`config.mk`:
```
export PLATFORM = sky130hd
export DESIGN_NAME = ex_mem_stage
export DESIGN_NICKNAME = d
export VERILOG_FILES = /design/src/rtl/ex_mem_pkg.sv /design/src/rtl/ex_mem_slot.sv /design/src/rtl/ex_mem_stage.sv
export SDC_FILE = /design/constraint.sdc
export NUM_CORES = 1
export LEC_CHECK = 0
export ABC_AREA = 1
export CAP_MARGIN = 20
export CORE_MARGIN = 1
export CORE_UTILIZATION = 50
export DETAILED_ROUTE_END_ITERATION = 10
export PLACE_DENSITY = 0.8
export SLEW_MARGIN = 10
export SYNTH_ARGS = -nofsm -noshare
export SYNTH_HDL_FRONTEND = slang
export SYNTH_SLANG_ARGS = --single-unit
```
`constraint.sdc`:
```
create_clock -name clk -period 1.8 [get_ports clk]
set_input_delay 0.18 -clock clk [delete_from_list [all_inputs] [get_ports clk]]
set_output_delay 0.18 -clock clk [all_outputs]
set_load 0.01 [all_outputs]
```
`src/rtl/ex_mem_pkg.sv`:
```
// Shared types and parameters for the EX/MEM pipeline boundary.
// The capture function applies the zero-register and branch rules to a raw ALU beat.
package ex_mem_pkg;

    localparam int DW      = 64;
    localparam int RW      = 5;
    localparam int XZR_IDX = 31;

    typedef struct packed {
        logic mem_read;
        logic mem_write;
        logic reg_write;
        logic mem_to_reg;
    } mem_ctrl_t;

    typedef struct packed {
        logic [DW-1:0] result;
        logic [DW-1:0] store_data;
        logic [RW-1:0] rd;
        mem_ctrl_t     ctrl;
        logic          br_taken;
    } ex_mem_beat_t;

    typedef enum logic [1:0] {
        ST_EMPTY = 2'd0,
        ST_ONE   = 2'd1,
        ST_FULL  = 2'd2
    } state_t;

    // Writes aimed at the zero register are squashed here so downstream never sees them.
    function automatic ex_mem_beat_t capture_beat(
        input logic [DW-1:0] result,
        input logic [DW-1:0] store_data,
        input logic [RW-1:0] rd,
        input logic          mem_read,
        input logic          mem_write,
        input logic          reg_write,
        input logic          mem_to_reg,
        input logic          branch,
        input logic          alu_zero
    );
        ex_mem_beat_t b;
        logic         is_xzr;
        is_xzr            = (rd == RW'(XZR_IDX));
        b.result          = result;
        b.store_data      = store_data;
        b.rd              = rd;
        b.ctrl.mem_read   = mem_read;
        b.ctrl.mem_write  = mem_write;
        b.ctrl.reg_write  = reg_write & ~is_xzr;
        b.ctrl.mem_to_reg = mem_to_reg & ~is_xzr;
        b.br_taken        = branch & alu_zero;
        return b;
    endfunction

endpackage

```
`src/rtl/ex_mem_slot.sv`:
```
// One beat of storage plus its valid flag; payload loads on enable, valid follows valid_d.
// Async reset clears both so the outputs read as zero while reset is held.
module ex_mem_slot
    import ex_mem_pkg::*;
(
    input  logic         clk,
    input  logic         reset,
    input  logic         load,
    input  ex_mem_beat_t d,
    input  logic         valid_d,
    output ex_mem_beat_t q,
    output logic         valid
);

    always_ff @(posedge clk or negedge reset) begin
        if (!reset) begin
            q     <= '0;
            valid <= 1'b0;
        end else begin
            valid <= valid_d;
            if (load) begin
                q <= d;
            end
        end
    end

endmodule

```
`src/rtl/ex_mem_stage.sv`:
```
// EX/MEM boundary: two-entry skid buffer between the ALU and the data-memory stage.
// All outputs come straight from the main slot registers; in_ready comes from the skid valid flag.
//
// state    | meaning
// ST_EMPTY | no beat held
// ST_ONE   | main slot holds the oldest beat
// ST_FULL  | main holds oldest, skid holds the overflow beat
module ex_mem_stage
    import ex_mem_pkg::*;
(
    input  logic          clk,
    input  logic          reset,
    input  logic          in_valid,
    output logic          in_ready,
    input  logic [DW-1:0] alu_result,
    input  logic          alu_zero,
    input  logic [DW-1:0] store_data,
    input  logic [RW-1:0] rd,
    input  logic          mem_read,
    input  logic          mem_write,
    input  logic          reg_write,
    input  logic          mem_to_reg,
    input  logic          branch,
    input  logic          flush,
    output logic          out_valid,
    input  logic          out_ready,
    output logic [DW-1:0] out_result,
    output logic [DW-1:0] out_store_data,
    output logic [RW-1:0] out_rd,
    output logic          out_mem_read,
    output logic          out_mem_write,
    output logic          out_reg_write,
    output logic          out_mem_to_reg,
    output logic          out_br_taken
);

    state_t       state, state_d;
    ex_mem_beat_t in_beat, main_d, main_q, skid_q;
    logic         main_load, skid_load, main_from_skid;
    logic         main_valid, skid_valid;
    logic         in_xfer, out_xfer;

    assign in_beat  = capture_beat(alu_result, store_data, rd, mem_read, mem_write,
                                   reg_write, mem_to_reg, branch, alu_zero);
    assign in_ready  = ~skid_valid;
    assign out_valid = main_valid;
    assign in_xfer   = in_valid & in_ready;
    assign out_xfer  = out_valid & out_ready;

    always_ff @(posedge clk or negedge reset) begin
        if (!reset) begin
            state <= ST_EMPTY;
        end else begin
            state <= state_d;
        end
    end

    always_comb begin
        state_d        = state;
        main_load      = 1'b0;
        skid_load      = 1'b0;
        main_from_skid = 1'b0;
        if (flush) begin
            state_d = ST_EMPTY;
        end else begin
            case (state)
                ST_EMPTY: begin
                    if (in_xfer) begin
                        state_d   = ST_ONE;
                        main_load = 1'b1;
                    end
                end
                ST_ONE: begin
                    if (in_xfer && out_xfer) begin
                        main_load = 1'b1;
                    end else if (in_xfer) begin
                        state_d   = ST_FULL;
                        skid_load = 1'b1;
                    end else if (out_xfer) begin
                        state_d = ST_EMPTY;
                    end
                end
                ST_FULL: begin
                    // in_ready is low here, so only the skid-to-main shift can happen.
                    if (out_xfer) begin
                        state_d        = ST_ONE;
                        main_load      = 1'b1;
                        main_from_skid = 1'b1;
                    end
                end
                default: state_d = ST_EMPTY;
            endcase
        end
    end

    assign main_d = main_from_skid ? skid_q : in_beat;

    ex_mem_slot u_main (
        .clk     (clk),
        .reset   (reset),
        .load    (main_load),
        .d       (main_d),
        .valid_d (state_d != ST_EMPTY),
        .q       (main_q),
        .valid   (main_valid)
    );

    ex_mem_slot u_skid (
        .clk     (clk),
        .reset   (reset),
        .load    (skid_load),
        .d       (in_beat),
        .valid_d (state_d == ST_FULL),
        .q       (skid_q),
        .valid   (skid_valid)
    );

    assign out_result     = main_q.result;
    assign out_store_data = main_q.store_data;
    assign out_rd         = main_q.rd;
    assign out_mem_read   = main_q.ctrl.mem_read;
    assign out_mem_write  = main_q.ctrl.mem_write;
    assign out_reg_write  = main_q.ctrl.reg_write;
    assign out_mem_to_reg = main_q.ctrl.mem_to_reg;
    assign out_br_taken   = main_q.br_taken;

endmodule
```
Yosys cells after proc, flatten, opt, wreduce, memory -nomap -nowiden:

Index checks and enable logic that the tools add are counted.

* equal/unequal tests: 4
* reductions and logical operators: 3
* bitwise gates (word level): 7
* mux-type cells: 18

Operator list (number)
* 138-bit two-way mux: 1
* 2-bit two-way mux: 6
* 1-bit two-way mux: 9
* 2-bit one-hot mux with 3 select lines: 1
* 1-bit bitwise AND: 5
* 5-bit == test (second input constant): 1
* 2-bit == test (second input constant): 2
* 1-bit one-hot mux with 3 select lines: 1
* 2-bit by 1-bit == test with 1-bit output (second input constant): 1
* 2-bit zero test: 1
* 1-bit NOT: 2
* 2-bit nonzero test: 1
* 1-bit logical AND: 1

* input bits: 144
* bits in registers: 280
* logic and storage cells: 51

Longest topological paths before layout:

Gate-level depths: netlist of run 1.

* depth in word-level cells: 7
* depth in mapped cells: 10
* depth with buffers taken out: 8

By module:

From an unflattened synthesis of run 1, not the netlist that was laid out.

* cells, all modules: 1658
* area, all modules: 12485.7 um^2

By module, submodules not included
* ex_mem_slot: cells each 584, area an instance 5257.5 um^2, instances 2
* ex_mem_stage: cells each 490, area an instance 1970.6 um^2, instances 1

Worst setup path after synthesis of run 1:

Ideal clock, no wire load.

* path type: register to register
* from: reg u_main.valid
* to: reg u_skid.q[10] (netlist bit)
* arrival time: 1.227 ns
* cell stages (with the launch flop): 9
* setup slack: 0.457 ns
* period minus slack after synthesis: 1.343 ns
* setup time: 0.116 ns
* path buffers: 2
* data required time: 1.684 ns
* cell sequence: dfrtp_1 > nand2_1 > inv_2 > nor2_1 > nand2_2 > buf_2 > buf_2 > nand2_1 > nand2_1

* cells in the longest elaborated chain, start to end: 5

RTL lines
* start: declaration: RTL line ex_mem_slot.sv:12 `output logic valid`
* start signal: assignment: RTL line ex_mem_slot.sv:20 `valid <= valid_d;`
* 1-bit bitwise AND: RTL line ex_mem_stage.sv:48 `assign out_xfer = out_valid & out_ready;`
* 1-bit logical AND: RTL line ex_mem_stage.sv:74 `if (in_xfer && out_xfer) begin`
* 1-bit two-way mux: RTL line ex_mem_stage.sv:74
* 1-bit two-way mux: RTL line ex_mem_stage.sv:66 `case (state)`
* 1-bit two-way mux: RTL line ex_mem_stage.sv:63 `if (flush) begin`
* end signal: assignment: RTL line ex_mem_slot.sv:17 `q <= '0;`
* end signal: assignment: RTL line ex_mem_slot.sv:22 `q <= d;`
* end: declaration: RTL line ex_mem_slot.sv:11 `output ex_mem_beat_t q,`

Every way passes these cells.
A chain may end at the register's enable or synchronous reset.

Worst setup path in the final report of run 1:

* from: reg u_skid.valid
* to: out in_ready

* cells in the longest elaborated chain, start to end: 1

RTL lines
* start: declaration: RTL line ex_mem_slot.sv:12
* start signal: assignment: RTL line ex_mem_slot.sv:20
* 1-bit NOT: RTL line ex_mem_stage.sv:45 `assign in_ready = ~skid_valid;`
* end: declaration: RTL line ex_mem_stage.sv:14 `output logic in_ready,`

Every way passes these cells.

==> results of run 1 <==
[registers in the layout, indices dropped and copies added, names as in the netlist]
name	flops
u_main.q	138
u_skid.q	138
state	2
u_main.valid	1
u_skid.valid	1
[power groups by stage]
stage	clock network (mW)	registers (mW)	logic [mW]
2_1_floorplan	0	10.3	2.42
3_3_place_gp	0	10.1	5.79
3_5_place_dp	0	10.2	5.99
4_1_cts	6.27	10.1	6.04
5_1_grt	6.54	10.4	6.64
6_report	6.16	10.2	5.98
[cell usage after synthesis, drive strengths merged]
| cell type | count | area, um^2 |
|---|---|---|
| nand4 | 2 | 12.5 |
| nand3 | 5 | 30.0 |
| nand2 | 1245 | 4680 |
| nor2 | 6 | 25.0 |
| clkbuf | 11 | 41.3 |
| dfrtp | 280 | 7010 |
| buf | 78 | 455 |
| a21oi | 1 | 5.00 |
| inv | 12 | 45.0 |
| o21ai | 5 | 25.0 |
[timing repair]
item                                   in CTS  in global routing
hold buffers                                1                  0
resized for setup                           0                  0
endpoints found under the hold margin     191                  0
[metrics by stage]
| stage | std cells | total power [mW] |
|---|---|---|
| after floorplan | 1645 | 12.7 |
| after global placement | 2208 | 15.8 |
| after detailed placement | 2208 | 16.1 |
| after CTS | 2260 | 22.4 |
| after global routing | 2262 | 23.6 |
| final | 2262 | 22.3 |
[layout make-up]
| type | count | area [um^2] |
|---|---|---|
| clock buffer | 42 | 865 |
| multi-input combinational | 1264 | 4790 |
| inverter | 12 | 52.6 |
| clock inverter | 9 | 128 |
| timing repair buffer | 329 | 3560 |
| sequential | 280 | 7010 |
| tap | 324 | 405 |
| antenna | 2 | 5.00 |
| fill | 1909 | 7430 |
[path summary, 6_finish.rpt]
path                       depth (start not counted)  slack, ns      startpoint       endpoint
max                                                2       0.10    u_skid.valid       in_ready
min                                                2       0.17           reset  u_main.q[120]
max reg2reg                                        9       0.23        state[1]   u_main.q[34]
min reg2reg                                        2       0.47   u_main.q[124]  u_main.q[124]
max in group asynchronous                          3       0.95           reset   u_main.q[49]
min in group clk                                   3       0.21  store_data[31]   u_skid.q[41]
[worst max-delay path: cells and delay by family, from the launching register on]
| family | cells | cell delay, ns |
|---|---|---|
| flip-flops | 1 | 0.38 |
| buffers and inverters | 2 | 0.61 |
[cells by family after synthesis]
group	synth area share [%]
simple gates	38.5
flops	56.9
compound gates	0.244
buf+inv	4.40
[metal layers]
metal | wire [um] | global-route usage, % | vias to the layer above
li1 | - | - | 5447
met1 | 14100 | 35.9 | 5372
met3 | 2200 | 4.38 | 86
met2 | 15900 | 43.8 | 439
met4 | 1350 | 10.5 | 0
met5 | 0 | 0 | -
==> metrics.txt, run 1 <==
Max transition margin 70.1%; Fin Setup TNS 0 ns; area grow syn2layout 36.4%; sw frac 30.1%; number of global-route vias before repair 11,000; Final period util 94.2%; sequential share of the synthesized area 56.9%; CTS H-Tree Depth 1; initial antenna violation count 2; Final Hold Viols 0; Rows 57; remaining global-route overflow 0; Avg WL per Cell 14.8 um; Syn Area/Cell 7.49 um^2; CTS clk-pin slew, worst paths 0.06 ns; Power Dens Cells 1330 mW/mm^2; Critical Path Sink Type output port; WL final 33,500 um; CTS buffer count 29; DP Wirelength 22,000 um; number of slew-limit violations in the final report 0; largest net degree at the start of global routing 61; worst path arrival time 1.52 ns; layout cells sized above 1 5.32%; io pins 284; MaxCap Viol Count 0; worst hold slack 0.165 ns; Synth cell types 16; Via density 5.02; final worst slack 0.104 ns; Combinational Power Share 26.8%; Peak Freq 0.590 GHz; share of power burned in registers 45.5%; Vias 11,300; gp weighted congestion 0.833; first-pass GRT wire length 55,500 um; CP max FO 2; ANT nets after route 0; Slew @ Worst Pin 0.449 ns; CTS sink count 280; placed cell areas 0.0158 mm^2; final number of setup-violating endpoints 0; residual DRC count 0; Net Count, Synth 1,789; RSZ-0062 raised after global routing no; Pre-antenna DRT Iters 8; Layout Utilization 69.3%; critical path cell sequence inv_2, clkdlybuf4s50_1; Die Ht 159 um; design area 0.0168 mm^2; Initial Utilization 50.8%; commonest non-fill, non-tap cells in the layout 1,243 x nand2_1, 282 x clkdlybuf4s50_1, 280 x dfrtp_1; clock root buffer clkbuf_16; Min-Delay Path Class primary input to asynchronous set/reset pin; Core ar. 0.0242 mm^2; Post-Syn Area 0.0123 mm^2; Internal Power 15.6 mW; critical path type flip-flop to output port; post-place setup slack 0.0161 ns; TritonCTS clock tree done; required time of the worst setup path 1.62 ns; Final Skew 0.00890 ns; die area 0.0253 mm^2; status finished, final reports clean; Longest Clk Path Bufs 3; Seq cells post-synth 280; critical path launch point type flip-flop; commonest non-fill, non-tap cell in the layout nand2_1; Peak supply drop 0.679 mV; Post-CTS Setup Inserts 0; leakage power 9.02 nW; final net count 2,060; initial detailed-routing violation count 699; Die X-Extent 159 um; clk_lat worst skew 0.53 ns; Syn Inst Count 1,645; YS warnings 0; NetSw 6.71 mW; Largest stage delay, worst path 0.53 ns; GRT Total Usage 26.8%; crit path time final 1.70 ns; clock share of power 27.6%; CP max stage cell clkdlybuf4s50_1; Port Buffer Count 283
Power figures use the tool's default switching activity.
==> run 2: changes to the inputs <==
CTS_CLUSTER_SIZE = 12   (was not set)
==> metrics.txt, run 2 (synthesized netlist as in run 1, its figures left out) <==
status finished, final reports clean; FILL cells 1,939 (+1.6%); DP Wirelength 22,000 um (unchanged); Vias 11,200 (-1.1%); first-pass GRT wire length 55,200 um (-0.50%); initial detailed-routing violation count 714 (+2.1%); CTS buffer count 29 (unchanged); Initial Utilization 50.8% (unchanged); WL final 33,200 um (-0.73%); Peak supply drop 0.665 mV (-2.1%); Fin Setup TNS 0 ns (unchanged); Max transition margin 69.7% (-0.38 points); Port Buffer Count 283 (unchanged); FF-to-FF path depth 9 (unchanged); residual DRC count 0 (unchanged); Post-CTS Setup Inserts 0 (unchanged); number of slew-limit violations in the final report 0 (unchanged); Rows 57 (unchanged); clk_lat worst skew 0.54 ns (about the same); initial antenna violation count 2 (unchanged); Final period util 95.0% (+0.77 points); gp weighted congestion 0.833 (unchanged); Critical Path Sink Type output port; Final Skew 0.00816 ns (-0.000748 ns); Final Hold Viols 0 (unchanged); GRT Total Usage 26.6% (-0.12 points); Largest stage delay, worst path 0.53 ns (about the same); leakage power 8.98 nW (-0.47%); Buf+Inv Stages, Crit Path 2 (unchanged); required time of the worst setup path 1.62 ns (about the same); Levels on crit path 2 (unchanged); Die Ht 159 um (unchanged); Core ar. 0.0242 mm^2 (unchanged); final net count 2,060 (unchanged); CTS clk-pin slew, worst paths 0.06 ns (about the same); largest net degree at the start of global routing 61 (unchanged); Peak Freq 0.585 GHz (-0.81%); MaxCap Viol Count 0 (unchanged); Slew @ Worst Pin 0.455 ns (+0.00566 ns); remaining global-route overflow 0 (unchanged); CP max stage cell clkdlybuf4s50_1; Resized cells post-CTS 0 (unchanged); ANT nets after route 0 (unchanged); CTS sink count 280 (unchanged); worst hold slack 0.150 ns (-0.0158 ns); commonest non-fill, non-tap cell in the layout nand2_1; clock root buffer clkbuf_16; Min-Delay Path Class primary input to asynchronous set/reset pin; CP delay by family, top buffers and inverters; io pins 284 (unchanged); CP max FO 2 (unchanged); Longest Clk Path Bufs 3 (unchanged); final number of setup-violating endpoints 0 (unchanged); CTS H-Tree Depth 1 (unchanged); area grow syn2layout 35.7%; critical path type flip-flop to output port; critical path cell sequence inv_2, clkdlybuf4s50_1; Power Dens Cells 1310 mW/mm^2 (-1.3%); critical path launch point type flip-flop; Pre-antenna DRT Iters 5 (-3); Die X-Extent 159 um (unchanged); Avg WL per Cell 14.7 um (-0.60%); number of global-route vias before repair 11,000 (-0.21%); commonest non-fill, non-tap cells in the layout 1,243 x nand2_1, 282 x clkdlybuf4s50_1, 280 x dfrtp_1; worst path arrival time 1.53 ns (about the same); die area 0.0253 mm^2 (unchanged); layout cells sized above 1 4.86% (-0.46 points); biggest regs u_main.q x138, u_skid.q x138, state x2; crit path time final 1.71 ns (+0.0138 ns); Via density 4.97 (-0.98%); TritonCTS clock tree done; RSZ-0062 raised after global routing no; hold buffers post-CTS 1 (unchanged)
run 2: per-layer routing:
metal,vias to the layer above,wire length [um],GRT usage [%]
met4,0,1340,11.3
met2,398,15700,43.1
li1,5440,-,-
met3,82,2070,4.51
met1,5298,14200,35.7
met5,-,0,0
run 2: worst paths after layout:
kind                               start             to  slack (ns)
max                         u_skid.valid       in_ready        0.09
min                                reset  u_main.q[120]        0.15
max reg2reg                     state[1]   u_main.q[34]        0.23
min reg2reg                u_main.q[124]  u_main.q[124]        0.47
max in group asynchronous          reset   u_main.q[48]        0.97
min in group clk           alu_result[6]   u_skid.q[80]        0.20
run 2: power breakdown:
group	switching [mW]	leakage (nW)	internal (mW)	total, mW
Sequential	1.42	3.51	8.71	10.1
Clock	2.39	0.439	3.39	5.78
Combinational	2.84	5.03	3.13	5.97
run 2: layout make-up:
type	instances	area, um^2	area share (%)
Inverter	12	52.6	0.314
Timing Repair Buffer	329	3560	21.3
Tap cell	324	405	2.42
Clock buffer	43	818	4.89
Sequential cell	280	7010	41.9
Multi-Input combinational cell	1264	4790	28.7
Clock inverter	5	78.8	0.471
Antenna cell	2	5.00	0.0299
run 2: metrics by stage:
| stage | area [um^2] | power, mW | util (%) | std cells | worst slack, ns |
|---|---|---|---|---|---|
| after detailed placement | 15800 | 16.1 | 65.2 | 2208 | 0.0161 |
| after CTS | 16700 | 22.0 | 68.9 | 2257 | 0.0736 |
| after global routing | 16700 | 23.2 | 69.0 | 2259 | 0.0488 |
| after floorplan | 12300 | 12.7 | - | 1645 | 0.457 |
| final | 16700 | 21.9 | 69.0 | 2259 | 0.0901 |
| after global placement | 15800 | 15.8 | 65.2 | 2208 | 0.0163 |
run 2: worst register-to-register path: stages, from the launching register on:
cell     delay [ns]
dfrtp_1        0.39
inv_2          0.05
nor2_2         0.18
nand3_4        0.15
inv_4          0.21
buf_12         0.21
nand2_1        0.09
nand2_1        0.08
nand2_1        0.07
nand2_1        0.07
